File: config.mk
export PLATFORM = sky130hd
export DESIGN_NAME = pool_ctrl_flat
export DESIGN_NICKNAME = d
export VERILOG_FILES = /design/src/rtl/pool_ctrl_if.sv /design/src/rtl/pool_ctrl.sv /design/src/flat_wrapper.sv
export SDC_FILE = /design/constraint.sdc
export NUM_CORES = 1
export LEC_CHECK = 0
export ABC_CLOCK_PERIOD_IN_PS = 5300
export CAP_MARGIN = 10
export CORE_ASPECT_RATIO = 2
export CORE_MARGIN = 2
export CORE_UTILIZATION = 55
export CTS_CLUSTER_SIZE = 40
export DETAILED_ROUTE_END_ITERATION = 10
export GPL_TIMING_DRIVEN = 0
export PLACE_DENSITY = 0.91
export SLEW_MARGIN = 20
export SYNTH_ARGS = -nofsm -noshare
export SYNTH_HDL_FRONTEND = slang
export SYNTH_SLANG_ARGS = --single-unit
File: constraint.sdc
create_clock -name clk -period 5.3 [get_ports clk]
set_input_delay 1.325 -clock clk [delete_from_list [all_inputs] [get_ports clk]]
set_output_delay 1.325 -clock clk [all_outputs]
set_load 0.03 [all_outputs]
File: src/rtl/pool_ctrl_if.sv
// Handshake bundle between the ReLU stage, the 2x2 max-pool datapath controls
// and the downstream window buffer. The controller uses the slave modport.
interface pool_ctrl_if;
  logic       relu_valid;
  logic       relu_ready;
  logic       pool_enable;
  logic [4:0] counter;
  logic       Sx;
  logic       Sy;
  logic       out_model;
  logic       pool_valid;
  logic       pool_ready;
  logic [3:0] pool_row;
  logic [3:0] pool_col;

  modport master (
    output relu_valid, pool_ready,
    input  relu_ready, pool_enable, counter, Sx, Sy, out_model,
           pool_valid, pool_row, pool_col
  );

  modport slave (
    input  relu_valid, pool_ready,
    output relu_ready, pool_enable, counter, Sx, Sy, out_model,
           pool_valid, pool_row, pool_col
  );
endinterface

File: src/rtl/pool_ctrl.sv
// Sequencer for the 2x2 max-pooling unit: walks one raster feature map per start.
// Optional feature macro: POOL_CTRL_ABORT_EN adds an abort input.
//
// state | meaning
// IDLE  | waiting for start, config checked here
// RUN   | accepting pixels, advancing x/y
// DRAIN | all pixels taken, waiting for last window handshake
// DONE  | done pulse, back to IDLE next cycle
module pool_ctrl #(
  parameter int MAX_DIM  = 32,
  parameter int POOL_LAT = 1
) (
  input  logic       clk,
  input  logic       a_reset,
  input  logic       start,
  input  logic [5:0] cfg_width,
  input  logic [5:0] cfg_height,
  input  logic       cfg_out_model,
`ifdef POOL_CTRL_ABORT_EN
  input  logic       abort,
`endif
  pool_ctrl_if.slave pif,
  output logic       busy,
  output logic       done,
  output logic       cfg_err
);

  typedef enum logic [1:0] {S_IDLE, S_RUN, S_DRAIN, S_DONE} state_t;

  localparam logic [5:0] MAX_W = 6'(MAX_DIM);

  state_t     state_q;
  logic [4:0] x_q, y_q, x_d, y_d;
  logic [5:0] width_q, height_q;
  logic       out_model_q, busy_q, done_q, cfg_err_q;

  logic       pv_q   [POOL_LAT];
  logic [3:0] prow_q [POOL_LAT];
  logic [3:0] pcol_q [POOL_LAT];
  logic       src_v  [POOL_LAT];
  logic [3:0] src_r  [POOL_LAT];
  logic [3:0] src_c  [POOL_LAT];

  logic abort_w, cfg_ok, out_valid, stall, relu_ready, accept;
  logic x_last, y_last, last_px, win_acc, pend, final_hs;

`ifdef POOL_CTRL_ABORT_EN
  assign abort_w = abort & (state_q != S_IDLE);
`else
  assign abort_w = 1'b0;
`endif

  assign cfg_ok = ~cfg_width[0] && ~cfg_height[0] &&
                  (cfg_width  >= 6'd2) && (cfg_width  <= MAX_W) &&
                  (cfg_height >= 6'd2) && (cfg_height <= MAX_W);

  assign out_valid  = pv_q[POOL_LAT-1];
  assign stall      = out_valid & ~pif.pool_ready;
  assign relu_ready = (state_q == S_RUN) & ~stall & ~abort_w;
  assign accept     = pif.relu_valid & relu_ready;

  assign x_last  = ({1'b0, x_q} == (width_q  - 6'd1));
  assign y_last  = ({1'b0, y_q} == (height_q - 6'd1));
  assign last_px = x_last & y_last;
  assign win_acc = accept & x_q[0] & y_q[0];

  always_comb begin
    x_d = x_q;
    y_d = y_q;
    if (accept) begin
      if (x_last) begin
        x_d = 5'd0;
        y_d = y_last ? 5'd0 : y_q + 5'd1;
      end else begin
        x_d = x_q + 5'd1;
      end
    end
  end

  // Window latency pipeline; the last stage is the held pool_valid output.
  always_comb begin
    src_v[0] = win_acc;
    src_r[0] = y_q[4:1];
    src_c[0] = x_q[4:1];
    for (int i = 1; i < POOL_LAT; i++) begin
      src_v[i] = pv_q[i-1];
      src_r[i] = prow_q[i-1];
      src_c[i] = pcol_q[i-1];
    end
    pend = 1'b0;
    for (int i = 0; i < POOL_LAT - 1; i++) pend = pend | pv_q[i];
  end

  assign final_hs = (state_q == S_DRAIN) & out_valid & pif.pool_ready & ~pend;

  always_ff @(posedge clk or posedge a_reset) begin
    if (a_reset) begin
      state_q     <= S_IDLE;
      x_q         <= '0;
      y_q         <= '0;
      width_q     <= '0;
      height_q    <= '0;
      out_model_q <= 1'b1;
      busy_q      <= 1'b0;
      done_q      <= 1'b0;
      cfg_err_q   <= 1'b0;
      for (int i = 0; i < POOL_LAT; i++) begin
        pv_q[i]   <= 1'b0;
        prow_q[i] <= '0;
        pcol_q[i] <= '0;
      end
    end else begin
      done_q    <= 1'b0;
      cfg_err_q <= 1'b0;
      x_q       <= x_d;
      y_q       <= y_d;

      // No accepts happen while stalled, so freezing the whole pipeline loses nothing.
      if (!stall) begin
        for (int i = 0; i < POOL_LAT; i++) begin
          pv_q[i] <= src_v[i];
          if (src_v[i]) begin
            prow_q[i] <= src_r[i];
            pcol_q[i] <= src_c[i];
          end
        end
      end

      case (state_q)
        S_IDLE: begin
          if (start) begin
            if (cfg_ok) begin
              state_q     <= S_RUN;
              busy_q      <= 1'b1;
              width_q     <= cfg_width;
              height_q    <= cfg_height;
              out_model_q <= cfg_out_model;
              x_q         <= '0;
              y_q         <= '0;
            end else begin
              cfg_err_q <= 1'b1;
            end
          end
        end
        S_RUN: begin
          if (accept && last_px) state_q <= S_DRAIN;
        end
        S_DRAIN: begin
          if (final_hs) begin
            state_q <= S_DONE;
            done_q  <= 1'b1;
          end
        end
        S_DONE: begin
          state_q <= S_IDLE;
          busy_q  <= 1'b0;
        end
        default: state_q <= S_IDLE;
      endcase

      if (abort_w) begin
        state_q <= S_IDLE;
        busy_q  <= 1'b0;
        done_q  <= 1'b0;
        x_q     <= '0;
        y_q     <= '0;
        for (int i = 0; i < POOL_LAT; i++) pv_q[i] <= 1'b0;
      end
    end
  end

  assign pif.relu_ready  = relu_ready;
  assign pif.pool_enable = accept;
  assign pif.counter     = x_q;
  assign pif.Sx          = x_q[0];
  assign pif.Sy          = y_q[0];
  assign pif.out_model   = out_model_q;
  assign pif.pool_valid  = out_valid;
  assign pif.pool_row    = prow_q[POOL_LAT-1];
  assign pif.pool_col    = pcol_q[POOL_LAT-1];
  assign busy            = busy_q;
  assign done            = done_q;
  assign cfg_err         = cfg_err_q;

endmodule

File: src/flat_wrapper.sv
// flat-port wrapper written by rule: the top's interface ports become plain ports
module pool_ctrl_flat 
#(
  parameter int MAX_DIM  = 32,
  parameter int POOL_LAT = 1
)
  (clk, a_reset, start, cfg_width, cfg_height, cfg_out_model, busy, done, cfg_err, pif_relu_valid, pif_pool_ready, pif_relu_ready, pif_pool_enable, pif_counter, pif_Sx, pif_Sy, pif_out_model, pif_pool_valid, pif_pool_row, pif_pool_col);
  pool_ctrl_if pif_i ();
  input  logic clk;
  input  logic a_reset;
  input  logic start;
  input  logic [5:0] cfg_width;
  input  logic [5:0] cfg_height;
  input  logic cfg_out_model;
  output logic busy;
  output logic done;
  output logic cfg_err;
  input wire logic [$bits(pif_i.relu_valid)-1:0] pif_relu_valid;
  input wire logic [$bits(pif_i.pool_ready)-1:0] pif_pool_ready;
  output wire logic [$bits(pif_i.relu_ready)-1:0] pif_relu_ready;
  output wire logic [$bits(pif_i.pool_enable)-1:0] pif_pool_enable;
  output wire logic [$bits(pif_i.counter)-1:0] pif_counter;
  output wire logic [$bits(pif_i.Sx)-1:0] pif_Sx;
  output wire logic [$bits(pif_i.Sy)-1:0] pif_Sy;
  output wire logic [$bits(pif_i.out_model)-1:0] pif_out_model;
  output wire logic [$bits(pif_i.pool_valid)-1:0] pif_pool_valid;
  output wire logic [$bits(pif_i.pool_row)-1:0] pif_pool_row;
  output wire logic [$bits(pif_i.pool_col)-1:0] pif_pool_col;
  assign pif_i.relu_valid = pif_relu_valid;
  assign pif_i.pool_ready = pif_pool_ready;
  assign pif_relu_ready = pif_i.relu_ready;
  assign pif_pool_enable = pif_i.pool_enable;
  assign pif_counter = pif_i.counter;
  assign pif_Sx = pif_i.Sx;
  assign pif_Sy = pif_i.Sy;
  assign pif_out_model = pif_i.out_model;
  assign pif_pool_valid = pif_i.pool_valid;
  assign pif_pool_row = pif_i.pool_row;
  assign pif_pool_col = pif_i.pool_col;
  pool_ctrl #(.MAX_DIM(MAX_DIM), .POOL_LAT(POOL_LAT)) u_core (.clk(clk), .a_reset(a_reset), .start(start), .cfg_width(cfg_width), .cfg_height(cfg_height), .cfg_out_model(cfg_out_model), .pif(pif_i), .busy(busy), .done(done), .cfg_err(cfg_err));
endmodule
======== Yosys cells after proc, flatten, opt, wreduce, memory -nomap -nowiden ========
Cells that the tools add are included.
operators by class
  $add $sub $neg .......................... 4
  equality and inequality tests ........... 9
  bitwise logic cells ..................... 12
  muxes and demuxes ....................... 24
  reductions and logical operators ........ 12
  order comparisons ....................... 4
operators with widths
  cell                                                                                  count
  5-bit 2-to-1 mux                                                                      11
  5-bit by 6-bit == test with 1-bit output                                              2
  6-bit by 2-bit greater-or-equal comparator with 1-bit output (second input constant)  2
  6-bit less-or-equal comparator (second input constant)                                2
  6-bit by 1-bit subtractor with 6-bit output (second input constant)                   2
  5-bit by 1-bit adder with 5-bit output (second input constant)                        2
  1-bit bitwise AND                                                                     8
  2-bit 2-to-1 mux                                                                      4
  2-bit case mux with 4 select lines                                                    1
  1-bit 2-to-1 mux                                                                      7
  1-bit logical AND                                                                     6
  3-bit AND reduction                                                                   2
  2-bit == test (second input constant)                                                 2
  2-bit by 1-bit inequality test with 1-bit output (second input constant)              2
  2-bit inequality test (second input constant)                                         2
  1-bit NOT                                                                             4
  4-bit AND reduction                                                                   1
  2-bit by 1-bit == test with 1-bit output (second input constant)                      1
  2-bit zero test                                                                       1
  1-bit case mux with 2 select lines                                                    1
  2-bit AND reduction                                                                   1
  2-bit nonzero test                                                                    1
word-level totals
  flip-flop bits (word level) ............. 37
  logic and storage cells ................. 77

======== Depth between registers and ports, before layout ========
  depth after elaboration ................. 9
  depth in mapped cells ................... 9

======== Least setup slack after synthesis ========
Ideal clock, no wire load.
  path type ............................... input to register
  from .................................... input port pif_pool_ready
  to ...................................... register u_core.state_q[1]
  buffers on the path ..................... 0
  path slack .............................. 1673 ps
  data arrival time ....................... 3502 ps
  stages .................................. 8
  library setup time ...................... 125 ps
  required time ........................... 5175 ps
  cell sequence ........................... nand2b_1 > and2_1 > nand2_1 > clkinv_1 > nand4_2 > or4b_4 > a221oi_4 > mux2_4
between the ends
  longest elaborated chain between the ends .. 8
  elaborated cells on any way between the ends .. 10
ends and longest elaborated chain
  item                                    RTL line            RTL
  start, declared                         flat_wrapper.sv:19  input wire logic [$bits(pif_i.pool_ready)-1:0] pif_pool_ready;
  1-bit NOT                               pool_ctrl.sv:58     assign stall = out_valid & ~pif.pool_ready;
  1-bit bitwise AND                       pool_ctrl.sv:58
  1-bit NOT (no source line)              n/a
  1-bit bitwise AND                       pool_ctrl.sv:59     assign relu_ready = (state_q == S_RUN) & ~stall & ~abort_w;
  via pif_relu_ready                      flat_wrapper.sv:20  output wire logic [$bits(pif_i.relu_ready)-1:0] pif_relu_ready;
  1-bit bitwise AND                       pool_ctrl.sv:60     assign accept = pif.relu_valid & relu_ready;
  via pif_pool_enable                     flat_wrapper.sv:21  output wire logic [$bits(pif_i.pool_enable)-1:0] pif_pool_enable;
  1-bit logical AND                       pool_ctrl.sv:146    if (accept && last_px) state_q <= S_DRAIN;
  2-bit inequality test (no source line)  n/a
  4-bit AND reduction (no source line)    n/a
  end signal, assigned                    pool_ctrl.sv:146
  end signal, assigned                    pool_ctrl.sv:150    state_q <= S_DONE;
  end signal, assigned                    pool_ctrl.sv:155    state_q <= S_IDLE;
  end, declared                           pool_ctrl.sv:32     state_t state_q;
The timed path passes the listed nets, and every way through them passes these cells.
A chain may end at the register's enable or synchronous reset.

======== Worst setup path in the final report ========
  from .................................... input port pif_pool_ready
  to ...................................... output port pif_pool_enable
between the ends
  longest elaborated chain between the ends .. 5
ends and longest elaborated chain
  item                        RTL line
  1-bit NOT                   pool_ctrl.sv:58
  1-bit bitwise AND           pool_ctrl.sv:58
  1-bit NOT (no source line)  n/a
  1-bit bitwise AND           pool_ctrl.sv:59
  1-bit bitwise AND           pool_ctrl.sv:60
  end, declared               flat_wrapper.sv:21
No other way between the ends.

==> results.cfg <==
[run_status]
run_status = finished, final reports clean

[cells_and_area]
fin_util = 0.7495
final_area_um2 = 2560
area_delta_synth_final_pct = 29.58
drive_above_1_share = 0.1129
multi_input_area_um2 = 983.4
diodes = 0
regArea_um2 = 927.1
nFillCells = 238
nets = 274

[placement]
placed_area_um2 = 2426
hpwl_um = 3190
port_buffers = 39
gp_congestion = 0.8539
place_ws_ns = 0.8442

[setup_path]
worst_r2r_path_depth = 8
critPathLaunch = pif_pool_ready
start_kind = input port
crit_end = pif_pool_enable
cp.required_ns = 3.97
reg2reg_slack_ns = 2.51
cp.arrival_ns = 3.18
path_class = in2out
worstReg2RegEnd = u_core.state_q[1]
r2r-start = u_core.width_q[0]
critPathMaxFanout = 7
crit_path_end_kind = output pin

[global_routing]
grtUsageTotal = 0.2500
grt_pass1_wl_um = 7383
overflow = 0
antenna_found_initial = 0
grt_pass1_vias = 1695
grt_max_degree = 38

[clock_tree]
clk_latency_ns = 0.28
clkSinkCount = 37
cts_root_buf = clkbuf_8
hold_buffers = 0
cts_setup_buffers = 0
ctsResizeCount = 0
cts_tree = yes
clk_pin_slew_ns = 0.07
cts_inserted_buffers = 5
htreeDepth = 2
clock_path_buffers = 2

[min_path]
hold_path.class = reg2reg
hold_depth = 2

[power_and_ir_drop]
powerDensity_nw_per_um2 = 559.6
power.total_w = 0.001432
ir_drop_v = 0.0004503
leakage_nw = 1.184

[logic_synthesis]
muxShareOfSynthArea = 0.05826
synth_top_area_share = 0.4560
synth_edf_count = 0
yosysSeqAreaShare = 0.4693
synth_most_common_cell = nand2_1
synth_cell_types = 42
synth_common_cells = nand2_1, dfrtp_1, nor2_1
avgSynthCellArea_um2 = 9.829
syn_nets = 228
synth_simple_gate_area_frac = 0.2128
synth_top_family_by_area = simple AND/OR/NAND/NOR gates
netlist_top_cells_area = dfrtp_1, nand2_1, ha_1, xnor2_1, mux2_2
synth_xor_area_frac = 0.08423
yosys_warnings = 0
ys_ff_latch = 37
synth_flop_cell = dfrtp_1
netlist_area_um2 = 1976
synth-async-reset-ratio = 1.000
synth_cells = 201
synth_compound_area_frac = 0.08550
yosys.area.top_type = dfrtp_1
synth_fa_ha_area_frac = 0.05700

[die]
die_width_um = 46.38
core-area_um2 = 3416
ios = 40
fp.dieH_um = 88.76
start_util = 0.5784
dieArea_um2 = 4117
rows = 30

[flow_run]
maxCapViolations = 0

[timing]
max_freq_ghz = 0.2221
hold_viol_final = 0
slew_headroom = 0.4493
min_period_ns = 4.502
setup_viol = 0
slew_violations = 0
setup_ws_ns = 0.7982
period_share = 0.8494
worst_slew_pin_slew_ns = 0.8132
rsz0062_at_grt = false
skew_ns = 0.003958
setup_tns_ns = 0

[drt]
drc = 0
totalWireLength_um = 4376
vias_per_cell = 5.541
drt_first_pass_iters = 4
ant_nets = 0
vias = 1640
avgRoutedWirePerCell_um = 14.78
first_iter_violations = 44
==> stage by stage <==
| stage | hold WS (ns) | cells |
|---|---|---|
| after floorplan | 0.4603 | 201 |
| after global placement | 0.4458 | 288 |
| after detailed placement | 0.4479 | 288 |
| after CTS | 0.4599 | 296 |
| after global routing | 0.5202 | 296 |
| final | 0.4589 | 296 |
==> state kept, by name (all words and copies together), names as in the netlist, 2 cells and up <==
signal / count
u_core.height_q: 6
u_core.width_q: 6
u_core.pif.counter: 5
u_core.y_q: 5
u_core.pif.pool_col: 4
u_core.pif.pool_row: 4
u_core.state_q: 2
==> cell type report <==
class	instances	share of cell area
Multi-Input combinational cell	148	0.3842
Sequential cell	37	0.3622
Timing Repair Buffer	39	0.1525
Clock buffer	5	0.02688
Clock inverter	3	0.02542
Tap cell	48	0.02346
Inverter	11	0.01613
Buffer	5	0.009286
==> kinds of logic after synthesis <==
family / Yosys count
xor+xnor: 19
mux: 10
simple gates: 88
fa+ha+maj: 9
buf+inv: 16
compound gates: 22
flops: 37
==> layout by cell type (no fill, tap or decap), drive strengths merged, types with 3 or more instances in the layout <==
master	Yosys	layout
a21oi	5	5
a31oi	3	3
clkbuf	3	8
clkdlybuf4s50	0	39
dfrtp	36	36
ha	9	9
inv	10	10
mux2	9	9
nand2	39	39
nand3	9	9
nor2	15	15
nor3	7	7
nor4	3	3
o21ai	6	6
xnor2	12	12
xor2	7	7
==> metal layers <==
layer	GRT usage	up-vias	wire length, um
li1	-	775	-
met4	0.1429	0	195
met5	0	-	0
met3	0.04286	20	118
met2	0.4457	50	2513
met1	0.2569	795	1548
==> how the worst min path moves through the flow <==
stage	from	end	slack (ns)
6_report	u_core.pif.out_model	u_core.pif.out_model	0.46
5_1_grt	u_core.pif.pool_col[2]	u_core.pif.pool_col[2]	0.52
4_1_cts	u_core.pif.out_model	u_core.pif.out_model	0.46
3_5_place_dp	u_core.pif.out_model	u_core.pif.out_model	0.45
3_3_place_gp	u_core.pif.out_model	u_core.pif.out_model	0.45
2_1_floorplan	u_core.height_q[5]	u_core.height_q[5]	0.46
==> critical path, stage by stage <==
cell             delay [ns]
clkdlybuf4s50_1        0.46
nand2b_1               0.18
and2_1                 0.18
nand2_1                0.15
clkinv_1               0.22
clkdlybuf4s50_1        0.66
==> where the power goes <==
| part | total, W | switching, W | leakage (nW) | internal [W] |
|---|---|---|---|---|
| logic | 0.000663 | 0.000362 | 0.646 | 0.000301 |
| registers | 0.000484 | 0.000106 | 0.470 | 0.000378 |
| clock network | 0.000286 | 0.0000987 | 0.0681 | 0.000187 |
| total | 0.00143 | 0.000567 | 1.18 | 0.000866 |
Note: power is estimated with default switching activity, not from simulation.
